## src/rtl/os_inst_sequencer_if.sv

```systemverilog
// Bundle between the OS instruction sequencer and its environment: the start
// request and core status flags going in, the 34-bit core instruction word and
// the sequencer status coming out.
interface os_inst_sequencer_if;
    logic        start;
    logic        ififo_full;
    logic        l0_full;
    logic        ofifo_valid;
    logic [33:0] inst;
    logic        busy;
    logic        done;
    logic        out_valid;
    logic [2:0]  out_idx;
    logic        err;

    // Sequencer side: drives the instruction word and status.
    modport master (
        input  start, ififo_full, l0_full, ofifo_valid,
        output inst, busy, done, out_valid, out_idx, err
    );

    // Controller / core side: requests a tile and supplies FIFO status.
    modport slave (
        output start, ififo_full, l0_full, ofifo_valid,
        input  inst, busy, done, out_valid, out_idx, err
    );
endinterface

```

## src/rtl/os_inst_sequencer.sv

```systemverilog
// Output-stationary instruction sequencer. On start it streams the weight
// block from high XMEM into the IFIFO, the activation block from low XMEM into
// L0, runs execute/drain, then pulls col output rows from the OFIFO.
// Every output is a register; the FSM loads the word for the state/count it
// is entering, so the displayed word always matches state_r/cnt_r.
module os_inst_sequencer #(
    parameter int          row     = 8,
    parameter int          col     = 8,
    parameter int          len_kij = 9,
    parameter int          ic_dim  = 3,
    parameter logic [10:0] W_BASE  = 11'h400,
    parameter logic [10:0] X_BASE  = 11'h000,
    parameter int          GAP     = 10
) (
    input  logic                clk,
    input  logic                reset,
    os_inst_sequencer_if.master bus
);

    localparam int N        = len_kij * ic_dim;
    localparam int EXEC_LEN = N + row + col;
    localparam int CNT_MAX  = (EXEC_LEN > GAP) ? EXEC_LEN : GAP;
    localparam int CNT_W    = $clog2(CNT_MAX + 1);
    localparam int RCNT_W   = $clog2(col + 1);

    localparam logic [CNT_W-1:0]  N_C        = CNT_W'(N);
    localparam logic [CNT_W-1:0]  GAP_LAST_C = CNT_W'(GAP - 1);
    localparam logic [CNT_W-1:0]  EXEC_END_C = CNT_W'(EXEC_LEN);
    localparam logic [CNT_W-1:0]  CNT_ONE_C  = CNT_W'(1);
    localparam logic [RCNT_W-1:0] RD_LAST_C  = RCNT_W'(col - 1);
    localparam logic [RCNT_W-1:0] RCNT_ONE_C = RCNT_W'(1);

    // Low control field [6:0]: ofifo_rd ififo_wr ififo_rd l0_rd l0_wr execute load
    localparam logic [6:0] CTL_NONE   = 7'b000_0000;
    localparam logic [6:0] CTL_IF_WR  = 7'b010_0000;
    localparam logic [6:0] CTL_L0_WR  = 7'b000_0100;
    localparam logic [6:0] CTL_RD     = 7'b001_1000;
    localparam logic [6:0] CTL_EXEC   = 7'b001_1010;
    localparam logic [6:0] CTL_OF_RD  = 7'b100_0000;

    localparam logic [33:0] IDLE_INST = 34'h1_800C_0000;

    typedef enum logic [3:0] {
        ST_IDLE     = 4'd0,
        ST_W_RD     = 4'd1,
        ST_W_GAP    = 4'd2,
        ST_X_RD     = 4'd3,
        ST_X_GAP    = 4'd4,
        ST_EX_PRE   = 4'd5,
        ST_EXEC     = 4'd6,
        ST_OUT_WAIT = 4'd7,
        ST_OUT_RD   = 4'd8
    } state_t;

    state_t              state_r;
    logic [CNT_W-1:0]    cnt_r;
    logic [RCNT_W-1:0]   rcnt_r;
    logic [33:0]         inst_r;
    logic                busy_r;
    logic                done_r;
    logic                err_r;
    logic                out_valid_r;
    logic [2:0]          out_idx_r;
    logic [CNT_W-1:0]    cnt_inc_s;
    logic [RCNT_W-1:0]   rcnt_inc_s;
    logic                overflow_s;

    // Assemble a full word; PMEM is never touched and XMEM is read-only.
    function automatic logic [33:0] make_inst(input logic        cen_x,
                                              input logic [10:0] a_x,
                                              input logic [6:0]  ctl);
        make_inst = {1'b0, 1'b1, 1'b1, 11'd0, cen_x, 1'b1, a_x, ctl};
    endfunction

    // Word for transfer step idx: SRAM read for idx<N, FIFO write for idx>=1,
    // so the write trails the read by the one-cycle SRAM latency.
    function automatic logic [33:0] xfer_inst(input logic [10:0]      base,
                                              input logic [CNT_W-1:0] idx,
                                              input logic [6:0]       wr_ctl);
        logic [6:0] ctl;
        if (idx != {CNT_W{1'b0}}) begin
            ctl = wr_ctl;
        end else begin
            ctl = CTL_NONE;
        end
        if (idx < N_C) begin
            xfer_inst = make_inst(1'b0, base + 11'(idx), ctl);
        end else begin
            xfer_inst = make_inst(1'b1, 11'd0, ctl);
        end
    endfunction

    // Incremented counters shared by several states.
    always_comb begin
        cnt_inc_s  = cnt_r + CNT_ONE_C;
        rcnt_inc_s = rcnt_r + RCNT_ONE_C;
        overflow_s = (inst_r[5] & bus.ififo_full) | (inst_r[2] & bus.l0_full);
    end

    // Main sequencing FSM with registered instruction word, busy and done.
    always_ff @(posedge clk or negedge reset) begin
        if (!reset) begin
            state_r <= ST_IDLE;
            cnt_r   <= {CNT_W{1'b0}};
            rcnt_r  <= {RCNT_W{1'b0}};
            inst_r  <= IDLE_INST;
            busy_r  <= 1'b0;
            done_r  <= 1'b0;
        end else begin
            done_r <= 1'b0;
            case (state_r)
                ST_IDLE: begin
                    if (bus.start) begin
                        state_r <= ST_W_RD;
                        cnt_r   <= {CNT_W{1'b0}};
                        rcnt_r  <= {RCNT_W{1'b0}};
                        inst_r  <= xfer_inst(W_BASE, {CNT_W{1'b0}}, CTL_IF_WR);
                        busy_r  <= 1'b1;
                    end else begin
                        inst_r <= IDLE_INST;
                        busy_r <= 1'b0;
                    end
                end
                ST_W_RD: begin
                    if (cnt_r == N_C) begin
                        state_r <= ST_W_GAP;
                        cnt_r   <= {CNT_W{1'b0}};
                        inst_r  <= IDLE_INST;
                    end else begin
                        cnt_r  <= cnt_inc_s;
                        inst_r <= xfer_inst(W_BASE, cnt_inc_s, CTL_IF_WR);
                    end
                end
                ST_W_GAP: begin
                    if (cnt_r == GAP_LAST_C) begin
                        state_r <= ST_X_RD;
                        cnt_r   <= {CNT_W{1'b0}};
                        inst_r  <= xfer_inst(X_BASE, {CNT_W{1'b0}}, CTL_L0_WR);
                    end else begin
                        cnt_r  <= cnt_inc_s;
                        inst_r <= IDLE_INST;
                    end
                end
                ST_X_RD: begin
                    if (cnt_r == N_C) begin
                        state_r <= ST_X_GAP;
                        cnt_r   <= {CNT_W{1'b0}};
                        inst_r  <= IDLE_INST;
                    end else begin
                        cnt_r  <= cnt_inc_s;
                        inst_r <= xfer_inst(X_BASE, cnt_inc_s, CTL_L0_WR);
                    end
                end
                ST_X_GAP: begin
                    if (cnt_r == GAP_LAST_C) begin
                        state_r <= ST_EX_PRE;
                        cnt_r   <= {CNT_W{1'b0}};
                        inst_r  <= make_inst(1'b1, 11'd0, CTL_RD);
                    end else begin
                        cnt_r  <= cnt_inc_s;
                        inst_r <= IDLE_INST;
                    end
                end
                ST_EX_PRE: begin
                    state_r <= ST_EXEC;
                    cnt_r   <= {CNT_W{1'b0}};
                    inst_r  <= make_inst(1'b1, 11'd0, CTL_EXEC);
                end
                ST_EXEC: begin
                    // cnt 0..EXEC_LEN-1 execute, cnt EXEC_LEN is the quiet cycle
                    if (cnt_r == EXEC_END_C) begin
                        state_r <= ST_OUT_WAIT;
                        cnt_r   <= {CNT_W{1'b0}};
                        inst_r  <= IDLE_INST;
                    end else if (cnt_inc_s == EXEC_END_C) begin
                        cnt_r  <= cnt_inc_s;
                        inst_r <= IDLE_INST;
                    end else begin
                        cnt_r  <= cnt_inc_s;
                        inst_r <= make_inst(1'b1, 11'd0, CTL_EXEC);
                    end
                end
                ST_OUT_WAIT: begin
                    // rcnt_r already holds the index of the next row to read
                    if (bus.ofifo_valid) begin
                        state_r <= ST_OUT_RD;
                        inst_r  <= make_inst(1'b1, 11'd0, CTL_OF_RD);
                        done_r  <= (rcnt_r == RD_LAST_C);
                    end else begin
                        inst_r <= IDLE_INST;
                    end
                end
                ST_OUT_RD: begin
                    // a read of row rcnt_r is on the bus this cycle
                    if (rcnt_r == RD_LAST_C) begin
                        state_r <= ST_IDLE;
                        rcnt_r  <= {RCNT_W{1'b0}};
                        inst_r  <= IDLE_INST;
                        busy_r  <= 1'b0;
                    end else if (bus.ofifo_valid) begin
                        rcnt_r <= rcnt_inc_s;
                        inst_r <= make_inst(1'b1, 11'd0, CTL_OF_RD);
                        done_r <= (rcnt_inc_s == RD_LAST_C);
                    end else begin
                        state_r <= ST_OUT_WAIT;
                        rcnt_r  <= rcnt_inc_s;
                        inst_r  <= IDLE_INST;
                    end
                end
                default: begin
                    state_r <= ST_IDLE;
                    cnt_r   <= {CNT_W{1'b0}};
                    rcnt_r  <= {RCNT_W{1'b0}};
                    inst_r  <= IDLE_INST;
                    busy_r  <= 1'b0;
                end
            endcase
        end
    end

    // Sticky overflow flag: write issued into a full FIFO; cleared by an accepted start.
    always_ff @(posedge clk or negedge reset) begin
        if (!reset) begin
            err_r <= 1'b0;
        end else if ((state_r == ST_IDLE) && bus.start) begin
            err_r <= 1'b0;
        end else if (overflow_s) begin
            err_r <= 1'b1;
        end else begin
            err_r <= err_r;
        end
    end

    // Row qualifier: the OFIFO row appears one cycle after its ofifo_rd.
    always_ff @(posedge clk or negedge reset) begin
        if (!reset) begin
            out_valid_r <= 1'b0;
            out_idx_r   <= 3'd0;
        end else begin
            out_valid_r <= inst_r[6];
            out_idx_r   <= 3'(rcnt_r);
        end
    end

    assign bus.inst      = inst_r;
    assign bus.busy      = busy_r;
    assign bus.done      = done_r;
    assign bus.err       = err_r;
    assign bus.out_valid = out_valid_r;
    assign bus.out_idx   = out_idx_r;

endmodule
```

## src/flat_wrapper.sv

```systemverilog
// flat-port wrapper written by rule: the top's interface ports become plain ports
module os_inst_sequencer_flat 
#(
    parameter int          row     = 8,
    parameter int          col     = 8,
    parameter int          len_kij = 9,
    parameter int          ic_dim  = 3,
    parameter logic [10:0] W_BASE  = 11'h400,
    parameter logic [10:0] X_BASE  = 11'h000,
    parameter int          GAP     = 10
)
  (clk, reset, bus_start, bus_ififo_full, bus_l0_full, bus_ofifo_valid, bus_inst, bus_busy, bus_done, bus_out_valid, bus_out_idx, bus_err);
  os_inst_sequencer_if bus_i ();
  input  logic clk;
  input  logic reset;
  input wire logic [$bits(bus_i.start)-1:0] bus_start;
  input wire logic [$bits(bus_i.ififo_full)-1:0] bus_ififo_full;
  input wire logic [$bits(bus_i.l0_full)-1:0] bus_l0_full;
  input wire logic [$bits(bus_i.ofifo_valid)-1:0] bus_ofifo_valid;
  output wire logic [$bits(bus_i.inst)-1:0] bus_inst;
  output wire logic [$bits(bus_i.busy)-1:0] bus_busy;
  output wire logic [$bits(bus_i.done)-1:0] bus_done;
  output wire logic [$bits(bus_i.out_valid)-1:0] bus_out_valid;
  output wire logic [$bits(bus_i.out_idx)-1:0] bus_out_idx;
  output wire logic [$bits(bus_i.err)-1:0] bus_err;
  assign bus_i.start = bus_start;
  assign bus_i.ififo_full = bus_ififo_full;
  assign bus_i.l0_full = bus_l0_full;
  assign bus_i.ofifo_valid = bus_ofifo_valid;
  assign bus_inst = bus_i.inst;
  assign bus_busy = bus_i.busy;
  assign bus_done = bus_i.done;
  assign bus_out_valid = bus_i.out_valid;
  assign bus_out_idx = bus_i.out_idx;
  assign bus_err = bus_i.err;
  os_inst_sequencer #(.row(row), .col(col), .len_kij(len_kij), .ic_dim(ic_dim), .W_BASE(W_BASE), .X_BASE(X_BASE), .GAP(GAP)) u_core (.clk(clk), .reset(reset), .bus(bus_i));
endmodule
```

## config.mk

```make
export PLATFORM = sky130hd
export DESIGN_NAME = os_inst_sequencer_flat
export DESIGN_NICKNAME = d
export VERILOG_FILES = /design/src/rtl/os_inst_sequencer_if.sv /design/src/rtl/os_inst_sequencer.sv /design/src/flat_wrapper.sv
export SDC_FILE = /design/constraint.sdc
export NUM_CORES = 1
export LEC_CHECK = 0
export ABC_AREA = 1
export BUFFER_PORTS_ARGS = -buffer_cell sky130_fd_sc_hd__buf_2
export CAP_MARGIN = 10
export CORE_MARGIN = 3
export CORE_UTILIZATION = 37
export CTS_CLUSTER_DIAMETER = 80
export DETAILED_ROUTE_END_ITERATION = 16
export PLACE_DENSITY = 0.65
export SLEW_MARGIN = 20
export SYNTH_ARGS = -nofsm -noshare
export SYNTH_HDL_FRONTEND = slang
export SYNTH_SLANG_ARGS = --single-unit
```

## constraint.sdc

```tcl
create_clock -name clk -period 1.4 [get_ports clk]
set_input_delay 0.07 -clock clk [delete_from_list [all_inputs] [get_ports clk]]
set_output_delay 0.07 -clock clk [all_outputs]
set_load 0.01 [all_outputs]
```

=== Word-level counts from Yosys, hierarchy flattened ===
Index checks and enable logic that the tools add are counted.
Widths: inputs -> output; s select.

* Add/sub/neg operators: 3
* Order comparisons: 1
* Eq/ne operators: 23
* Muxes and demuxes: 41
* Bitwise logic cells: 5
* Reduce and logical (&&, ||, !) cells: 12

{| class="wikitable"
|+ Operators with widths
! operator !! number
|-
| $pmux 34 s9 || 1
|-
| $mux 34 || 4
|-
| $mux 20 || 4
|-
| $mux 4 || 11
|-
| $pmux 4 s9 || 1
|-
| $mux 6 || 5
|-
| $pmux 6 s5 || 1
|-
| $eq 4x3->1 const B || 6
|-
| $eq 6x6->1 const B || 2
|-
| $ne 2x1->1 const B || 6
|-
| $pmux 4 s3 || 1
|-
| $add 11x6->11 const A || 1
|-
| $mux 5 || 2
|-
| $eq 4x2->1 const B || 2
|-
| $reduce_and 8->1 || 1
|-
| $mux 1 || 7
|-
| $mux 7 || 1
|-
| $reduce_or 7->1 || 1
|-
| $add 6x1->6 const B || 1
|-
| $eq 6x4->1 const B || 1
|-
| $eq 6x5->1 const B || 1
|-
| $lt 6x5->1 const B || 1
|-
| $reduce_and 2->1 || 3
|-
| $reduce_bool 6->1 || 1
|-
| 15 further kinds || 20
|}

* Bits in registers: 55
* Input bits: 6
* Logic and storage cells: 94

=== Longest topological paths before layout ===
Gate-level depths: netlist (run 1).

* Word-level depth: 6
* Mapped depth: 10

=== Least setup slack after synthesis (run 1) ===
OpenSTA, ideal clock, no wires.

* Path type: register to register
* Start point: reg u_core.cnt_r[0]
* End point: reg u_core.inst_r[17] (netlist: u_core.bus.inst[17])
* Arrival: 1.339 ns
* Slack: -0.058 ns
* Cell stages (with the launch flop): 10
* Cell sequence: dfrtp_1 -> ha_1 -> nand2_1 -> inv_1 -> nor2_1 -> nor2_1 -> o21ai_4 -> nand2_1 -> nand2_1 -> nand2_1

* Longest elaborated chain between the ends: 5
* Elaborated cells on any way between the ends: 8
* Classes of those cells: add/sub (2); order compare (1); eq/ne (1); mux (4)

{| class="wikitable"
|+ Ends and longest elaborated chain
! element !! line !! text
|-
| start, declared || os_inst_sequencer.sv:56 || <nowiki>logic [CNT_W-1:0] cnt_r;</nowiki>
|-
| start signal, assigned || os_inst_sequencer.sv:104 || <nowiki>cnt_r <= {CNT_W{1'b0}};</nowiki>
|-
| start signal, assigned || os_inst_sequencer.sv:115 || <nowiki>cnt_r <= {CNT_W{1'b0}};</nowiki>
|-
| start signal, assigned || os_inst_sequencer.sv:127 || <nowiki>cnt_r <= {CNT_W{1'b0}};</nowiki>
|-
| $add 6x1->6 || os_inst_sequencer.sv:95 || <nowiki>cnt_inc_s = cnt_r + CNT_ONE_C;</nowiki>
|-
| $add 11x6->11 / $lt 6x5->1 (equally long branches) || os_inst_sequencer.sv:87, os_inst_sequencer.sv:86 ||
|-
| $mux 20 || os_inst_sequencer.sv:86 || <nowiki>if (idx < N_C) begin</nowiki>
|-
| $mux 34 || os_inst_sequencer.sv:125 || <nowiki>if (cnt_r == N_C) begin</nowiki>
|-
| $pmux 34 s9 (*) || os_inst_sequencer.sv:111 || <nowiki>case (state_r)</nowiki>
|-
| end signal, assigned || os_inst_sequencer.sv:117 || <nowiki>inst_r <= xfer_inst(W_BASE, {CNT_W{1'b0}}, CTL_IF_WR);</nowiki>
|-
| end signal, assigned || os_inst_sequencer.sv:131 || <nowiki>inst_r <= xfer_inst(W_BASE, cnt_inc_s, CTL_IF_WR);</nowiki>
|-
| end signal, assigned || os_inst_sequencer.sv:138 || <nowiki>inst_r <= xfer_inst(X_BASE, {CNT_W{1'b0}}, CTL_L0_WR);</nowiki>
|-
| end, declared || os_inst_sequencer.sv:58 || <nowiki>logic [33:0] inst_r;</nowiki>
|}

Mark *: on every way between the ends. The rest lies on a longest branch, timed or not.
A chain may end at the register's enable or synchronous reset.

=== Worst setup path in the final report (run 1) ===
* Start point: reg u_core.cnt_r[1]
* End point: reg u_core.state_r[0]

* Longest elaborated chain between the ends: 3
* Elaborated cells on any way between the ends: 9
* Classes of those cells: eq/ne (8); reduce/logical (1)

{| class="wikitable"
|+ Ends and longest elaborated chain
! element !! line !! text
|-
| $eq 6x6->1 (tied with other cells) || os_inst_sequencer.sv:171 || <nowiki>if (cnt_r == EXEC_END_C) begin</nowiki>
|-
| $ne 2x1->1 (no line) || - ||
|-
| $reduce_and 8->1 (no line) (*) || - ||
|-
| end signal, assigned || os_inst_sequencer.sv:165 || <nowiki>state_r <= ST_EXEC;</nowiki>
|-
| end signal, assigned || os_inst_sequencer.sv:172 || <nowiki>state_r <= ST_OUT_WAIT;</nowiki>
|-
| end signal, assigned || os_inst_sequencer.sv:186 || <nowiki>state_r <= ST_OUT_RD;</nowiki>
|-
| end, declared || os_inst_sequencer.sv:55 || <nowiki>state_t state_r;</nowiki>
|}

Marks and branches as above.

==> metrics.md, run 1 <==
| Metric | Value |
|---|---|
| Initial antenna violation count | 0 |
| Compound-Gate Fraction of Synth Area | 8.710% |
| Unique masters post-synth | 29 |
| Number of clock sinks | 34 |
| Worst R2R End | u_core.state_r[0] |
| Post-route setup slack | -0.03117 ns |
| Crit path buffers/inverters | 1 |
| FFs w/ async S/R, synth | 100.0% |
| Routability cong. | 0.8552 |
| Synth top area share | 43.22% |
| Comb power frac | 49.8% |
| Crit path cell chain | ha_4 > nand2_2 > nor2_2 > nand2_2 > nand2_4 > nand2_8 > inv_4 > nand3_4 > nand2_1 > nand2_1 |
| Crit Reg-Reg Startpoint | u_core.cnt_r[1] |
| Failing checks | setup timing |
| Unrepaired setup endpoints after global routing | yes |
| Status | complete, but fails checks |
| Final critical-path share of the clock period | 102.2% |
| Uppermost layer routed | met4 |
| Global route overflow | 0 |
| Syn-to-layout area delta | 34.45% |
| Nets@finish | 305 |
| Hold Path Cell Cnt | 3 |
| Worst skew pair latency | 0.29 ns |
| Largest net degree at the start of global routing | 35 |
| Post-synth EDFFs | 0 |
| Final hold violation count | 0 |
| Main combinational cell family by area after synthesis | simple AND/OR/NAND/NOR gates |
| R2R cell count | 10 |
| Switching pwr | 1910 uW |
| Flop-to-flop setup slack | -0.03 ns |
| Sequential share of power | 31.3% |
| Yosys warns | 0 |
| Crit. End Element | register |
| Synth Cell Area | 1911 um^2 |
| Post-detail-place hpwl | 2.848 mm |
| Vias in the first global route | 1412 |
| Root Buffer | clkbuf_8 |
| Hold path startpoint | bus_ofifo_valid |
| CTS tree | built |
| First DRT Iteration DRCs | 110 |
| Global-route wire length before repair | 6.423 mm |
| Cell taking the most area after synthesis | dfrtp_1 |
| Syn Inst Count | 235 |
| Post-synthesis adder-cell area fraction | 3.274% |
| Switch share | 40.98% |
| Critical path's top delay family | simple AND/OR/NAND/NOR gates |
| DR DRC count | 0 |
| Leak | 0.001365 uW |
| IO Pins | 47 |
| Met3 WL | 229 um |
| Worst-path clk slew | 0.07 ns |
| Fmax | 698.7 MHz |
| Met2 routed WL | 1.850 mm |
| Post-synthesis sequential area ratio | 44.60% |
| Worst Path Arrival | 1.61 ns |
| Most instantiated cells after synthesis | 43 x nand2_1, 33 x dfrtp_1, 29 x inv_1, 28 x nand3_1, 21 x buf_4 |
| Num CTS Buffers | 5 |
| FP Rows | 25 |
| Final antenna-violating net count | 0 |
| Peak VDD IR | 0.6869 mV |
| DRT Wirelength | 4.007 mm |
| Via count | 1625 |
| Clock power frac | 18.9% |
| Max Slew Vio Count | 0 |
| WHS | 0.1007 ns |
| Cell Pwr Density | 1815 nW/um^2 |
| Instance count on the critical path | 10 |
| Die height | 77.86 um |
| Hold WC Path Type | in -> reg |
| Slowest cell on crit path | dfrtp_1 |
| Post-Place Setup Slack | -0.02725 ns |
| Internal Power | 2751 uW |
| Synthesized area per cell | 8.130 um^2 |
| Core Region | 4848 um^2 |
| Total Routing Usage GR | 13.29% |
| CP startpoint kind | register |
| Worst hold endpoint | u_core.bus.inst[6] |
| Slowest stage delay, CP | 0.42 ns |
| Die X-Extent | 77.86 um |
| Final Skew | 0.005416 ns |
| Simple-gate share of the synthesized area | 26.98% |
| Ranking of synthesized cells by area | dfrtp_1 43%, nand2_1 8.4%, buf_4 8.3% |
| Vias/cell | 4.489 |
| H-tree depth | 2 |
| Initial core utilization | 39.41% |
| CP Max Fanout | 4 |
| Xor/xnor cell area share of the yosys netlist | 0.9168% |
| Met1 WL | 1.828 mm |
| Fill count | 417 |
| Mux cell area share after synthesis | 0% |
| Critical path class | reg -> reg |
| Final setup vio count | 4 |
| Count leader, synth | nand2_1 |
| Share of cells above drive strength 1 | 41.36% |
| Max-cap violation count | 0 |
| IO Port Bufs | 26 |
| WP data required | 1.58 ns |
| Maximum root-to-sink buffer count | 2 |
| Initial DRT Pass Iterations | 4 |
| Main synth FF type | dfrtp_1 |
| Flops & latches, synth | 34 |
| Routed WL per cell | 11.07 um |
| Total die area | 6062 um^2 |
| # diodes | 0 |
| Fin crit period | 1.431 ns |
[final cells by class]
class,instances,area [um^2],share of cell area (%)
multi-input cells,165,1040,40.48
flip-flops and latches,34,859.6,33.46
repair buffers,53,342.8,13.35
inverters,35,133.9,5.212
well taps,67,83.83,3.264
clock buffers,5,68.82,2.679
clock inverters,3,40.04,1.559
[worst register-to-register path, cell delays in order (launching register included)]
cell	delay, ns
dfrtp_1	0.42
ha_4	0.21
nand2_2	0.06
nor2_2	0.11
nand2_2	0.09
nand2_4	0.11
nand2_8	0.08
inv_4	0.06
nand3_4	0.07
nand2_1	0.08
nand2_1	0.04
[state kept, by name, summed over array words and instances (netlist names)]
name,cells
u_core.bus.done,1
u_core.bus.busy,1
u_core.bus.out_valid,1
u_core.bus.err,1
u_core.state_r,4
u_core.cnt_r,6
u_core.bus.out_idx,3
u_core.bus.inst,13
u_core.rcnt_r,4
[through the flow]
step	utilization, %	setup TNS [ns]	area (um^2)	power, uW	instances
floorplan	-	-0.002325	1989	2699	254
global placement	45.29	0	2196	3300	346
detailed placement	45.29	-0.03058	2196	3313	346
CTS	48.31	-0.001680	2342	4261	355
global route	52.98	-1.237	2569	5048	362
finish	52.98	-0.08557	2569	4662	362
[per-layer routing]
layer | global-route usage (%) | vias up
met4 | 6.584 | 0
li1 | - | 823
met5 | 0 | -
met3 | 3.016 | 6
met2 | 20.21 | 52
met1 | 17.67 | 744
[what timing repair did]
action,in CTS,in global routing
hold endpoints to repair,33,0
hold buffers,1,0
pin swaps,4,14
setup endpoints to repair,7,25
gates cloned,0,1
resized for setup,6,48
buffers inserted,0,6
[power groups by stage]
stage | Combinational (uW) | Sequential [uW] | Clock (uW)
6_report | 2320 | 1460 | 879
4_1_cts | 1930 | 1430 | 905
3_5_place_dp | 1900 | 1410 | 0
2_1_floorplan | 1180 | 1520 | 0
5_1_grt | 2600 | 1490 | 952
3_3_place_gp | 1890 | 1410 | 0
[logic make-up (layout without fill, tap and decap cells)]
kind of cell    count (synthesis)  count (layout)
compound gates                 27              27
xor+xnor                        2               2
fa+ha+maj                       5               5
buf+inv                        56              96
flops                          34              34
other cells                     2              21
simple gates                  109             110
[placed cells by master (no fill, tap or decap), types with 3 or more instances in the layout]
master    instances
a21oi_1           5
buf_2            26
buf_4            24
clkbuf_8          5
conb_1           21
dfrtp_1          27
dfrtp_2           6
inv_1            25
inv_2             9
nand2_1          35
nand2_2           7
nand2_4           6
nand3_1          23
nand3_2           4
nor2_1           13
nor2_2            6
nor2_4            8
o21ai_0           6
o21ai_1           5
o21ai_2           3
[worst max path at each step]
stage	from	endpoint	slack, ns
finish	u_core.cnt_r[1]	u_core.state_r[0]	-0.03
floorplan	u_core.cnt_r[0]	u_core.bus.inst[17]	-0.002
global placement	u_core.state_r[2]	u_core.bus.inst[8]	0.005
global route	u_core.cnt_r[1]	u_core.state_r[1]	-0.14
detailed placement	u_core.cnt_r[1]	u_core.bus.inst[17]	-0.03
CTS	u_core.cnt_r[0]	u_core.bus.inst[17]	-0.002
(Power assumes the default switching activity.)
==> run 2: changes to the inputs <==
--- a/config.mk
+++ b/config.mk
@@ -13,6 +13,7 @@
 export CTS_CLUSTER_DIAMETER = 80
 export DETAILED_ROUTE_END_ITERATION = 16
 export PLACE_DENSITY = 0.65
+export SETUP_SLACK_MARGIN = 0.02
 export SLEW_MARGIN = 20
 export SYNTH_ARGS = -nofsm -noshare
 export SYNTH_HDL_FRONTEND = slang
==> metrics.md, run 2 (synthesized netlist as in run 1, its figures left out) <==
| Metric | Value |
|---|---|
| WP data required | 1.59 ns |
| Worst R2R End | u_core.state_r[1] |
| H-tree depth | 2 |
| Initial antenna violation count | 0 |
| IO Port Bufs | 26 |
| IO Pins | 47 |
| Root Buffer | clkbuf_8 |
| Final Skew | 0.006208 ns |
| Peak VDD IR | 0.7206 mV |
| Instance count on the critical path | 8 |
| Max Slew Vio Count | 0 |
| Fin crit period | 1.429 ns |
| Post-detail-place hpwl | 2.950 mm |
| Total die area | 6062 um^2 |
| Final critical-path share of the clock period | 102.1% |
| Status | complete, but fails checks |
| Largest register FFs | 13 |
| CP Max Fanout | 6 |
| Hold path startpoint | bus_ofifo_valid |
| Crit path cell chain | buf_4 > buf_4 > nand2_2 > nor2_1 > nor2_1 > nand3_1 > nand3_2 > nand2_1 |
| Unrepaired setup endpoints after global routing | yes |
| Cell Pwr Density | 1865 nW/um^2 |
| Largest net degree at the start of global routing | 35 |
| Via count | 1721 |
| Syn-to-layout area delta | 41.32% |
| Final hold violation count | 0 |
| Number of clock sinks | 34 |
| Vias in the first global route | 1579 |
| Vias/cell | 4.677 |
| Global-route wire length before repair | 6.982 mm |
| CTS tree | built |
| Num CTS Buffers | 5 |
| Slowest stage delay, CP | 0.45 ns |
| DR DRC count | 0 |
| Critical path class | reg -> reg |
| Post-route setup slack | -0.02899 ns |
| # diodes | 0 |
| Commonest non-fill, non-tap cells in the layout | 31 x nand2_1, 29 x buf_4, 28 x dfrtp_1, 26 x buf_2, 24 x inv_1 |
| Initial core utilization | 39.41% |
| CP Capture Point | u_core.state_r[1] |
| Crit path buffers/inverters | 2 |
| Worst skew pair latency | 0.29 ns |
| Critical path's top delay family | simple AND/OR/NAND/NOR gates |
| Share of cells above drive strength 1 | 45.51% |
| Nets@finish | 311 |
| First DRT Iteration DRCs | 91 |
| Core Region | 4848 um^2 |
| Total Routing Usage GR | 14.40% |
| Leak | 0.001403 uW |
| Placed cell count | 344 |
| FP Rows | 25 |
| Final antenna-violating net count | 0 |
| Finished Layout Cells | 368 |
| Worst-path clk slew | 0.07 ns |
| WHS | 0.09816 ns |
| Global route overflow | 0 |
| R2R cell count | 8 |
| Failing checks | setup timing |
| Fill count | 395 |
| Routed WL per cell | 12.09 um |
| Most common cell after layout, fill and taps aside | nand2_1 |
| CP startpoint kind | register |
| Fmax | 699.8 MHz |
| Initial DRT Pass Iterations | 4 |
| Max-cap violation count | 0 |
| Worst setup startpoint | u_core.state_r[0] |
| Routability cong. | 0.8833 |
| Die X-Extent | 77.86 um |
| Final setup vio count | 6 |
| Pwr Total | 5035 uW |
| Worst Path Arrival | 1.62 ns |
| Maximum root-to-sink buffer count | 2 |
| Crit Reg-Reg Startpoint | u_core.state_r[0] |
| Die height | 77.86 um |
| Slowest cell on crit path | dfrtp_2 |
| Crit. End Element | register |
| Layout Utilization | 55.69% |
| DRT Wirelength | 4.448 mm |
| Flop-to-flop setup slack | -0.03 ns |
| Hold WC Path Type | in -> reg |
==> run 2: what timing repair did <==
action	4_1_cts	5_1_grt
setup buffers	2	12
resized for setup	11	61
pin swaps	6	18
hold endpoints to repair	33	0
setup endpoints to repair	21	27
cloned	1	0
hold buffers	1	0
==> run 2: worst min-delay path by stage <==
stage / cells past startpoint / endpoint
after CTS: 3 / u_core.state_r[3]
after detailed placement: 2 / u_core.bus.out_idx[0]
after global placement: 2 / u_core.bus.out_valid
after floorplan: 0 / u_core.bus.busy
after global routing: 3 / u_core.state_r[3]
final: 3 / u_core.state_r[3]
==> run 2: metal layers <==
layer	GRT usage [%]	share of wire, %	up-vias
met5	0	0	-
met4	6.584	2.1	0
met3	3.132	7.1	7
met2	24.40	49	62
met1	17.33	42	808
li1	-	-	844
==> run 2: metrics by stage <==
stage                     area, um^2  setup WS [ns]   TNS [ns]
final                           2700       -0.02899    -0.1060
after global routing            2700        -0.1076    -0.8649
after CTS                       2365       -0.01243   -0.03639
after detailed placement        2181       -0.02494   -0.09267
after global placement          2181       -0.02295   -0.04918
after floorplan                 1989      -0.002325  -0.002325
==> run 2: layout make-up <==
class,instances,area (um^2),share of cell area (%)
repair buffers,59,400.4,14.83
clock buffers,5,68.82,2.549
flip-flops and latches,34,858.3,31.79
clock inverters,3,45.04,1.668
multi-input cells,165,1107,41.01
inverters,35,136.4,5.051
well taps,67,83.83,3.105
==> run 2: power breakdown <==
part / switching (uW) / internal [uW]
Clock: 370 / 529
Sequential: 208 / 1260
Combinational: 1490 / 1180
Total: 2070 / 2960
==> run 2: worst reg2reg max path: stages (launching register included) <==
cell and delay (ns):
dfrtp_2 0.45, buf_4 0.15, buf_4 0.13, nand2_2 0.08, nor2_1 0.07, nor2_1 0.18
nand3_1 0.14, nand3_2 0.09, nand2_1 0.05
==> run 3: changes to the inputs <==
--- a/config.mk
+++ b/config.mk
@@ -13,6 +13,7 @@
 export CTS_CLUSTER_DIAMETER = 80
 export DETAILED_ROUTE_END_ITERATION = 16
 export PLACE_DENSITY = 0.65
+export RECOVER_POWER = 25
 export SETUP_SLACK_MARGIN = 0.02
 export SLEW_MARGIN = 20
 export SYNTH_ARGS = -nofsm -noshare
==> metrics.md, run 3 (synthesized netlist as in run 1, its figures left out) <==
| Metric | Value |
|---|---|
| Worst hold endpoint | u_core.state_r[3] |
| Fin crit period | 1.433 ns |
| Total die area | 6062 um^2 |
| Max Slew Vio Count | 0 |
| Share of cells above drive strength 1 | 44.52% |
| Worst-path clk slew | 0.07 ns |
| Initial DRT Pass Iterations | 4 |
| Via count | 1720 |
| Global route overflow | 0 |
| Syn-to-layout area delta | 40.60% |
| Hold path startpoint | bus_ofifo_valid |
| Layout Utilization | 55.41% |
| Worst Path Arrival | 1.62 ns |
| Worst skew pair latency | 0.29 ns |
| DR DRC count | 0 |
| First DRT Iteration DRCs | 90 |
| Root Buffer | clkbuf_8 |
| Failing checks | setup timing |
| Total Routing Usage GR | 14.40% |
| Unrepaired setup endpoints after global routing | yes |
| Least-Margin Pin Slew | 0.7957 ns |
| Final Skew | 0.006403 ns |
| Cell Pwr Density | 1872 nW/um^2 |
| IO Pins | 47 |
| Post-route setup slack | -0.03256 ns |
| Vias/cell | 4.674 |
| Crit path cell chain | buf_4 > buf_4 > nand2_2 > nor2_1 > nor2_1 > nand3_1 > nand3_2 > nand2_1 |
| IO Port Bufs | 26 |
| Final antenna-violating net count | 0 |
| WHS | 0.09938 ns |
| CTS tree | built |
| Commonest non-fill, non-tap cells in the layout | 31 x nand2_1, 28 x dfrtp_1, 26 x buf_2, 25 x buf_4, 24 x inv_1 |
| WP data required | 1.59 ns |
| H-tree depth | 2 |
| Final setup vio count | 6 |
| Hold Path Cell Cnt | 3 |
| Worst slew margin | 46.95% |
| Hold WC Path Type | in -> reg |
| Worst R2R End | u_core.state_r[1] |
| Largest register FFs | 13 |
| Most common cell after layout, fill and taps aside | nand2_1 |
| Final hold violation count | 0 |
| Crit. End Element | register |
| Largest net degree at the start of global routing | 35 |
| Routed WL per cell | 12.20 um |
| Num CTS Buffers | 5 |
| Initial antenna violation count | 0 |
| Maximum root-to-sink buffer count | 2 |
| Nets@finish | 311 |
| DRT Wirelength | 4.489 mm |
| Max-cap violation count | 0 |
| Status | complete, but fails checks |
| Placed cell count | 344 |
| Fmax | 698.1 MHz |
| Critical path class | reg -> reg |
| Core Region | 4848 um^2 |
| Leak | 0.001390 uW |
| R2R cell count | 8 |
| Flop-to-flop setup slack | -0.03 ns |
| Slowest cell on crit path | dfrtp_2 |
| Global-route wire length before repair | 6.982 mm |
| Peak VDD IR | 0.7211 mV |
| Vias in the first global route | 1579 |
| Initial core utilization | 39.41% |
| Final critical-path share of the clock period | 102.3% |
| Die height | 77.86 um |
| Crit Reg-Reg Startpoint | u_core.state_r[0] |
| # diodes | 0 |
| FP Rows | 25 |
| Number of clock sinks | 34 |
| CP startpoint kind | register |
| Post-detail-place hpwl | 2.950 mm |
| Slowest stage delay, CP | 0.45 ns |
| TNS Setup | -0.1155 ns |
| Die X-Extent | 77.86 um |
| Finished Layout Cells | 368 |
| Routability cong. | 0.8833 |
| CP Max Fanout | 6 |
run 3: changes by cell type in the layout (fill, tap and decap cells not counted):
cell | before | now
buf_4 | 29 | 25
clkbuf_1 | 0 | 3
clkbuf_2 | 0 | 1
run 3: repair_timing:
action,in CTS,in global routing
buffers inserted,2,12
hold buffers,1,0
resized for setup,11,61
setup endpoints to repair,21,27
cloned,1,0
pin swaps,6,18
endpoints found under the hold margin,33,0
run 3: power breakdown:
group          internal, uW  leakage, uW  switching [uW]  total [uW]
clock network           529    0.0000504             371         900
registers              1260     0.000445             209        1470
logic                  1170     0.000894            1500        2660
total                  2950      0.00139            2080        5030
run 3: area by class of cell:
class | instances | area, um^2
inverters | 35 | 136.4
clock inverters | 3 | 45.04
clock buffers | 5 | 68.82
fillers | 400 | 2162
flip-flops and latches | 34 | 858.3
multi-input cells | 165 | 1107
well taps | 67 | 83.83
repair buffers | 59 | 386.6
run 3: worst max path at each step:
| stage | from | end | cells after the start |
|---|---|---|---|
| finish | u_core.state_r[0] | u_core.state_r[1] | 8 |
| global route | u_core.cnt_r[0] | u_core.state_r[0] | 9 |
| CTS | u_core.cnt_r[1] | u_core.bus.inst[17] | 9 |
| detailed placement | u_core.state_r[0] | u_core.rcnt_r[3] | 4 |
| global placement | u_core.state_r[0] | u_core.rcnt_r[3] | 4 |
| floorplan | u_core.cnt_r[0] | u_core.bus.inst[17] | 9 |
run 3: metal layers:
layer | part of all wire [%] | routed length (um) | up-vias | GRT usage (%)
met5 | 0 | 0 | - | 0
met2 | 48 | 2166 | 66 | 24.40
met3 | 6.7 | 302 | 7 | 3.132
li1 | - | - | 844 | -
met1 | 43 | 1926 | 803 | 17.33
met4 | 2.1 | 93 | 0 | 6.584
run 3: worst max-delay path, delay by kind of cell (launching register included):
kind / cells / cell delay (ns)
buf+inv: 2 / 0.28
flops: 1 / 0.45
simple gates: 6 / 0.61
run 3: per-stage QoR:
| stage | total power [uW] | worst slack [ns] | instance area (um^2) |
|---|---|---|---|
| 5_1_grt | 5377 | -0.1076 | 2686 |
| 6_report | 5029 | -0.03256 | 2686 |
| 3_5_place_dp | 3320 | -0.02494 | 2181 |
| 2_1_floorplan | 2697 | -0.002325 | 1989 |
| 4_1_cts | 4393 | -0.01243 | 2365 |
| 3_3_place_gp | 3302 | -0.02295 | 2181 |
